## config.mk

```make
export PLATFORM = sky130hd
export DESIGN_NAME = ll_step_seq_flat
export DESIGN_NICKNAME = d
export VERILOG_FILES = /design/src/rtl/ll_step_seq_if.sv /design/src/rtl/ll_step_seq.sv /design/src/flat_wrapper.sv
export SDC_FILE = /design/constraint.sdc
export NUM_CORES = 1
export LEC_CHECK = 0
export BUFFER_PORTS_ARGS = -buffer_cell sky130_fd_sc_hd__buf_2
export CAP_MARGIN = 25
export CORE_ASPECT_RATIO = 1.2
export CORE_MARGIN = 2
export CORE_UTILIZATION = 38
export CTS_CLUSTER_SIZE = 24
export DETAILED_ROUTE_END_ITERATION = 10
export PLACE_DENSITY = 0.67
export SLEW_MARGIN = 20
export SYNTH_ARGS = -nofsm -noshare
export SYNTH_HDL_FRONTEND = slang
export SYNTH_SLANG_ARGS = --single-unit
```

## constraint.sdc

```tcl
create_clock -name clk -period 1.7 [get_ports clk]
set_clock_uncertainty 0.05 [all_clocks]
set_input_delay 0.17 -clock clk [delete_from_list [all_inputs] [get_ports clk]]
set_output_delay 0.17 -clock clk [all_outputs]
set_load 0.01 [all_outputs]
```

## src/rtl/ll_step_seq_if.sv

```systemverilog
// ll_step_seq_if: bundles the step sequencer's request, memory, shared-adder
// and status signals.
//   slave  : sequencer side (ll_step_seq)
//   master : environment side (tick source, ll_memory, adder, display)
//   tick                  one-cycle step request
//   alt/vel/fuel/thrust   current state from ll_memory (BCD)
//   add_a/add_b/add_op    operands and op (0 add, 1 sub) to shared bcdaddsub4
//   add_s                 combinational result from bcdaddsub4
//   alt_n/vel_n/fuel_n    next values to ll_memory, valid while wen
//   wen                   one-cycle memory write pulse
//   busy/land/crash       status; land and crash are sticky
//   overrun               one-cycle pulse when a tick is dropped
interface ll_step_seq_if;
  logic        tick;
  logic [15:0] alt, vel, fuel, thrust;
  logic [15:0] add_s, add_a, add_b;
  logic        add_op;
  logic [15:0] alt_n, vel_n, fuel_n;
  logic        wen, busy, land, crash, overrun;

  modport slave (
    input  tick, alt, vel, fuel, thrust, add_s,
    output add_a, add_b, add_op, alt_n, vel_n, fuel_n,
           wen, busy, land, crash, overrun
  );

  modport master (
    output tick, alt, vel, fuel, thrust, add_s,
    input  add_a, add_b, add_op, alt_n, vel_n, fuel_n,
           wen, busy, land, crash, overrun
  );
endinterface

```

## src/rtl/ll_step_seq.sv

```systemverilog
// ll_step_seq: runs one lunar-lander physics step through a single shared
// BCD add/subtract unit, one operation per clock:
//   ALT  alt + vel,  VEL1 vel - GRAVITY,  VEL2 t_vel + thr_eff,
//   FUEL fuel - thrust,  COMMIT clamp and write back (wen).
// Touching down (altitude <= 0) latches land, optionally crash, and parks
// in HALT until rst.
// Ports: clk, rst (async, active-high), bus (ll_step_seq_if.slave).
// Optional build macro LL_SEQ_AUTOTICK_EN: an internal TICK_DIV counter
// replaces the tick port as the step source.
module ll_step_seq #(
  parameter logic [15:0] GRAVITY   = 16'h0005,
  parameter logic [15:0] CRASH_VEL = 16'h9970,
  parameter int          TICK_DIV  = 100
) (
  input logic          clk,
  input logic          rst,
  ll_step_seq_if.slave bus
);

  typedef enum logic [2:0] {
    S_IDLE, S_ALT, S_VEL1, S_VEL2, S_FUEL, S_COMMIT, S_HALT
  } state_e;

  // 10's-complement BCD: MS digit 5..9 means negative
  function automatic logic is_neg(input logic [15:0] x);
    return x[15:12] >= 4'd5;
  endfunction

  state_e      state_q, state_d;
  logic [15:0] t_alt_q, t_alt_d, t_vel_q, t_vel_d, t_fuel_q, t_fuel_d;
  logic        pend_q, pend_d, land_q, land_d, crash_q, crash_d;
  logic        overrun_q, overrun_d;
  logic        tick_in, busy, alt_down;
  logic [15:0] thr_eff;

`ifdef LL_SEQ_AUTOTICK_EN
  localparam int CW = (TICK_DIV > 1) ? $clog2(TICK_DIV) : 1;
  localparam logic [CW-1:0] CNT_MAX = CW'(TICK_DIV - 1);
  logic [CW-1:0] cnt_q, cnt_d;

  always_comb begin
    cnt_d = cnt_q;
    if (state_q != S_HALT) cnt_d = (cnt_q == CNT_MAX) ? '0 : cnt_q + 1'b1;
  end

  always_ff @(posedge clk or posedge rst)
    if (rst) cnt_q <= '0;
    else     cnt_q <= cnt_d;

  assign tick_in = (cnt_q == CNT_MAX);
`else
  assign tick_in = bus.tick;
`endif

  assign busy     = (state_q != S_IDLE) && (state_q != S_HALT);
  assign thr_eff  = (bus.fuel == 16'h0000) ? 16'h0000 : bus.thrust;
  assign alt_down = is_neg(t_alt_q) || (t_alt_q == 16'h0000);

  always_comb begin
    state_d    = state_q;
    t_alt_d    = t_alt_q;
    t_vel_d    = t_vel_q;
    t_fuel_d   = t_fuel_q;
    pend_d     = pend_q;
    land_d     = land_q;
    crash_d    = crash_q;
    overrun_d  = 1'b0;
    bus.add_a  = 16'h0000;
    bus.add_b  = 16'h0000;
    bus.add_op = 1'b0;
    bus.wen    = 1'b0;
    bus.alt_n  = 16'h0000;
    bus.vel_n  = 16'h0000;
    bus.fuel_n = 16'h0000;

    // One tick may wait behind the running step; a second one is dropped.
    if (busy && tick_in) begin
      if (!pend_q) pend_d    = 1'b1;
      else         overrun_d = 1'b1;
    end

    case (state_q)
      S_IDLE: if (tick_in) state_d = S_ALT;
      S_ALT: begin
        bus.add_a = bus.alt;  bus.add_b = bus.vel;
        t_alt_d = bus.add_s;  state_d = S_VEL1;
      end
      S_VEL1: begin
        bus.add_a = bus.vel;  bus.add_b = GRAVITY;  bus.add_op = 1'b1;
        t_vel_d = bus.add_s;  state_d = S_VEL2;
      end
      S_VEL2: begin
        bus.add_a = t_vel_q;  bus.add_b = thr_eff;
        t_vel_d = bus.add_s;  state_d = S_FUEL;
      end
      S_FUEL: begin
        bus.add_a = bus.fuel; bus.add_b = bus.thrust; bus.add_op = 1'b1;
        t_fuel_d = bus.add_s; state_d = S_COMMIT;
      end
      S_COMMIT: begin
        bus.wen    = 1'b1;
        bus.alt_n  = alt_down ? 16'h0000 : t_alt_q;
        bus.vel_n  = alt_down ? 16'h0000 : t_vel_q;
        bus.fuel_n = ((bus.fuel == 16'h0000) || is_neg(t_fuel_q)) ? 16'h0000 : t_fuel_q;
        pend_d     = 1'b0;
        if (alt_down) begin
          land_d  = 1'b1;
          // plain unsigned compare is valid once vel is known negative
          crash_d = crash_q | (is_neg(bus.vel) && (bus.vel < CRASH_VEL));
          state_d = S_HALT;
        end else begin
          // a tick landing in COMMIT itself is consumed as the pending step
          state_d = (pend_q || tick_in) ? S_ALT : S_IDLE;
        end
      end
      S_HALT:  state_d = S_HALT;
      default: state_d = S_IDLE;
    endcase
  end

  always_ff @(posedge clk or posedge rst) begin
    if (rst) begin
      state_q   <= S_IDLE;
      t_alt_q   <= 16'h0000;
      t_vel_q   <= 16'h0000;
      t_fuel_q  <= 16'h0000;
      pend_q    <= 1'b0;
      land_q    <= 1'b0;
      crash_q   <= 1'b0;
      overrun_q <= 1'b0;
    end else begin
      state_q   <= state_d;
      t_alt_q   <= t_alt_d;
      t_vel_q   <= t_vel_d;
      t_fuel_q  <= t_fuel_d;
      pend_q    <= pend_d;
      land_q    <= land_d;
      crash_q   <= crash_d;
      overrun_q <= overrun_d;
    end
  end

  assign bus.busy    = busy;
  assign bus.land    = land_q;
  assign bus.crash   = crash_q;
  assign bus.overrun = overrun_q;

endmodule

```

## src/flat_wrapper.sv

```systemverilog
// flat-port wrapper written by rule: the top's interface ports become plain ports
module ll_step_seq_flat 
#(
  parameter logic [15:0] GRAVITY   = 16'h0005,
  parameter logic [15:0] CRASH_VEL = 16'h9970,
  parameter int          TICK_DIV  = 100
)
  (clk, rst, bus_tick, bus_alt, bus_vel, bus_fuel, bus_thrust, bus_add_s, bus_add_a, bus_add_b, bus_add_op, bus_alt_n, bus_vel_n, bus_fuel_n, bus_wen, bus_busy, bus_land, bus_crash, bus_overrun);
  ll_step_seq_if bus_i ();
  input logic clk;
  input logic rst;
  input wire logic [$bits(bus_i.tick)-1:0] bus_tick;
  input wire logic [$bits(bus_i.alt)-1:0] bus_alt;
  input wire logic [$bits(bus_i.vel)-1:0] bus_vel;
  input wire logic [$bits(bus_i.fuel)-1:0] bus_fuel;
  input wire logic [$bits(bus_i.thrust)-1:0] bus_thrust;
  input wire logic [$bits(bus_i.add_s)-1:0] bus_add_s;
  output wire logic [$bits(bus_i.add_a)-1:0] bus_add_a;
  output wire logic [$bits(bus_i.add_b)-1:0] bus_add_b;
  output wire logic [$bits(bus_i.add_op)-1:0] bus_add_op;
  output wire logic [$bits(bus_i.alt_n)-1:0] bus_alt_n;
  output wire logic [$bits(bus_i.vel_n)-1:0] bus_vel_n;
  output wire logic [$bits(bus_i.fuel_n)-1:0] bus_fuel_n;
  output wire logic [$bits(bus_i.wen)-1:0] bus_wen;
  output wire logic [$bits(bus_i.busy)-1:0] bus_busy;
  output wire logic [$bits(bus_i.land)-1:0] bus_land;
  output wire logic [$bits(bus_i.crash)-1:0] bus_crash;
  output wire logic [$bits(bus_i.overrun)-1:0] bus_overrun;
  assign bus_i.tick = bus_tick;
  assign bus_i.alt = bus_alt;
  assign bus_i.vel = bus_vel;
  assign bus_i.fuel = bus_fuel;
  assign bus_i.thrust = bus_thrust;
  assign bus_i.add_s = bus_add_s;
  assign bus_add_a = bus_i.add_a;
  assign bus_add_b = bus_i.add_b;
  assign bus_add_op = bus_i.add_op;
  assign bus_alt_n = bus_i.alt_n;
  assign bus_vel_n = bus_i.vel_n;
  assign bus_fuel_n = bus_i.fuel_n;
  assign bus_wen = bus_i.wen;
  assign bus_busy = bus_i.busy;
  assign bus_land = bus_i.land;
  assign bus_crash = bus_i.crash;
  assign bus_overrun = bus_i.overrun;
  ll_step_seq #(.GRAVITY(GRAVITY), .CRASH_VEL(CRASH_VEL), .TICK_DIV(TICK_DIV)) u_core (.clk(clk), .rst(rst), .bus(bus_i));
endmodule
```

==> flow_metrics.tcl <==
set metrics [dict create \
    cts_root_buffer "clkbuf_8" \
    antenna_left 0 \
    synthArstFlopShare_pct 100.0 \
    max_cap_violations 0 \
    synth_top_area_share_pct 44.21 \
    synth_ff_type "dfrtp_1" \
    p_total_mw 8.816 \
    grt-ovfl-total 0 \
    nNetsFinal 584 \
    die_w_microns 86.63 \
    violations "negative setup slack" \
    p_leak_nw 2.560 \
    cp_max_fo 27 \
    required_ns 1.48 \
    clk-insertion-delay-late_ns 0.31 \
    grt_pass1_vias 3080 \
    cpMaxStageDelayCell "dfrtp_1" \
    synth_edf_count 0 \
    endpoint_kind "primary output" \
    crit_arrival_ns 1.92 \
    place_area_sq_um 4278 \
    place_inst 564 \
    cts_tree "yes" \
    synth_area_leaders "dfrtp_1 (44%), mux2_2 (13%), and2_1 (9.8%)" \
    drtIter0Drc 94 \
    max_stage_delay_ns 0.40 \
    place_worst_setup_slack_ns -0.3715 \
    timing.final.crit_period_ns 2.144 \
    crit_start "u_core.t_alt_q[14]" \
    grt_pass1_wl_mm 15.98 \
    clkSinkCount 55 \
    area_delta_synth_final_pct 63.75 \
    setup_viol 93 \
    antenna_found_initial 2 \
    finalCritPeriodShare_pct 126.1 \
    cp_cell_sequence "nor4_2 -> nand4_1 -> and3_4 -> buf_12 -> and2_1 -> buf_2" \
    dp_hpwl_mm 7.812 \
    h-tree-depth 2 \
    postSynthAreaPerCell_sq_um 10.81 \
    core_sq_um 8018 \
    timing.fmax_ghz 0.4665 \
    setup_ws_ns -0.4437 \
    die_h_microns 103.2 \
    rows 36 \
    dr.pass1.iters 4 \
    netlist_instances 288 \
    io_buffers 166 \
    routed_via_density 5.251 \
    cp-start-kind "flop" \
    drcViolationCount 0 \
    fin_area_sq_um 5097 \
    synth_warnings 0 \
    grt_max_degree 38 \
    cts.reportedPaths.clkPinSlew_ns 0.10 \
    instances_no_fill 598 \
    vias 3140 \
    ys_types 39 \
    place.gp.congestion 0.7942 \
    hold_viol 0 \
    min_path_type "primary input to flop" \
    wl_per_cell_microns 18.46 \
    ys_seq_area_share_pct 44.21 \
    wirelength_mm 11.04 \
    die_area_sq_um 8935 \
    ys_seq_elements 55 \
    status "finished, violations left" \
    rsz0062_at_grt "true" \
    pwr_density_cell_nw_per_um2 1730 \
    worstSetupPathType "flop to primary output" \
    cts_buffer_depth 2 \
    drv_slew 0 \
    drive_gt1_share_pct 66.53 \
    yosysTopAreaCell "dfrtp_1" \
    track_usage_pct 23.33 \
    initial_core_util_pct 38.83 \
    r2r_start "u_core.state_q[1]" \
    min_from "bus_add_s[5]" \
    netlist_area_sq_um 3113 \
    ir_drop_uv 797.4 \
    top_level_ports 169 \
    cts-buffers-inserted 5 \
]
[stage by stage]
step | utilization (%) | TNS (ns) | hold slack [ns]
2_1_floorplan | - | 0 | 0.2547
6_report | 63.58 | -28.19 | 0.05434
3_3_place_gp | 53.36 | -18.55 | 0.1433
5_1_grt | 63.55 | -34.73 | 0.04751
4_1_cts | 60.64 | -25.71 | 0.03731
3_5_place_dp | 53.36 | -20.83 | 0.1530
[worst max-delay path, delay by kind of cell (launching register included)]
kind                   cells  cell delay [ns]
buffers and inverters      2             0.28
DFF                        1             0.40
and+or+nand+nor            4             0.92
[final cells by class]
cell class	count	area, sq um
Multi-Input combinational cell	212	1906
Antenna cell	1	2.502
Fill cell	656	2920
Tap cell	95	118.9
Sequential cell	55	1376
Inverter	3	18.77
Clock buffer	5	68.82
Clock inverter	3	67.56
Timing Repair Buffer	224	1539
[state kept, by name, summed over array words and instances, names as in the netlist]
signal              count
u_core.t_vel_q         16
u_core.bus.land         1
u_core.state_q          3
u_core.bus.overrun      1
u_core.bus.crash        1
u_core.t_fuel_q        16
u_core.t_alt_q         16
u_core.pend_q           1
[logic make-up (layout without fill, tap and decap cells)]
logic type | after synthesis | after routing | synth area share [%]
and+or+nand+nor | 97 | 100 | 18.17
AOI/OAI and AO/OA | 62 | 62 | 15.68
DFF | 55 | 55 | 44.21
muxes | 48 | 48 | 17.36
buffers and inverters | 25 | 235 | 4.461
other | 1 | 3 | 0.1205
[cells in the final DEF (no fill, tap or decap), drive strengths merged]
cell / n
a211oi: 1
a21o: 1
a21oi: 4
a221o: 2
a22o: 14
a22oi: 32
a31o: 1
and2: 52
and2b: 1
and3: 2
and4: 1
buf: 220
bufbuf: 1
bufinv: 2
clkbuf: 7
clkinvlp: 1
conb: 2
dfrtp: 55
diode: 1
dlygate4sd3: 1
inv: 3
mux2: 48
nand2: 21
nand2b: 3
nand4: 1
nor2: 5
nor2b: 1
nor3: 2
nor4: 8
nor4b: 1
o211ai: 1
o21a: 1
o21ai: 1
o21bai: 2
o22ai: 1
o41ai: 1
or2: 1
or3: 1
[Yosys cell counts, types with 2 or more instances]
master    instances
mux2_2           35
clkbuf_1          2
and3_1            2
buf_6             2
dfrtp_1          55
nor2_1            5
nand2b_1          3
a22oi_1          32
buf_2            15
a221o_1           2
buf_4             3
nand2_1          21
inv_2             2
nor4_1            8
a22o_1           14
mux2_1           13
and2_1           49
a21oi_1           4
[what timing repair did]
| item | 4_1_cts | 5_1_grt |
|---|---|---|
| hold buffers | 1 | 0 |
| pin swaps | 45 | 25 |
| setup buffers | 17 | 9 |
| setup endpoints to repair | 95 | 110 |
| gates resized for setup | 57 | 47 |
| cloned | 4 | 3 |
| endpoints found under the hold margin | 18 | 0 |
[routing by layer]
metal	vias up	track usage, %	share of wire [%]
li1	1463	-	-
met2	125	41.66	52
met5	-	0	0.14
met3	18	4.323	6.1
met4	2	8.534	2.2
met1	1532	27.98	39
[power breakdown]
group          total (mW)  switching (mW)  internal [mW]  leakage [nW]
Clock                1.02           0.430          0.587        0.0644
Combinational        5.26            2.28           2.98          1.85
Sequential           2.54           0.560           1.98         0.647
[final timing paths]
path                                            end  slack, ns  depth (start not counted)
min in group asynchronous        u_core.t_vel_q[15]       0.35                          3
worst min-delay path             u_core.t_fuel_q[5]       0.05                          2
worst max-delay path                   bus_alt_n[1]      -0.44                          6
worst max register to register  u_core.t_fuel_q[12]      -0.07                          6
max in group asynchronous         u_core.t_vel_q[4]       0.71                          4
worst min register to register      u_core.bus.land       0.43                          1
Power figures use the tool's default switching activity.
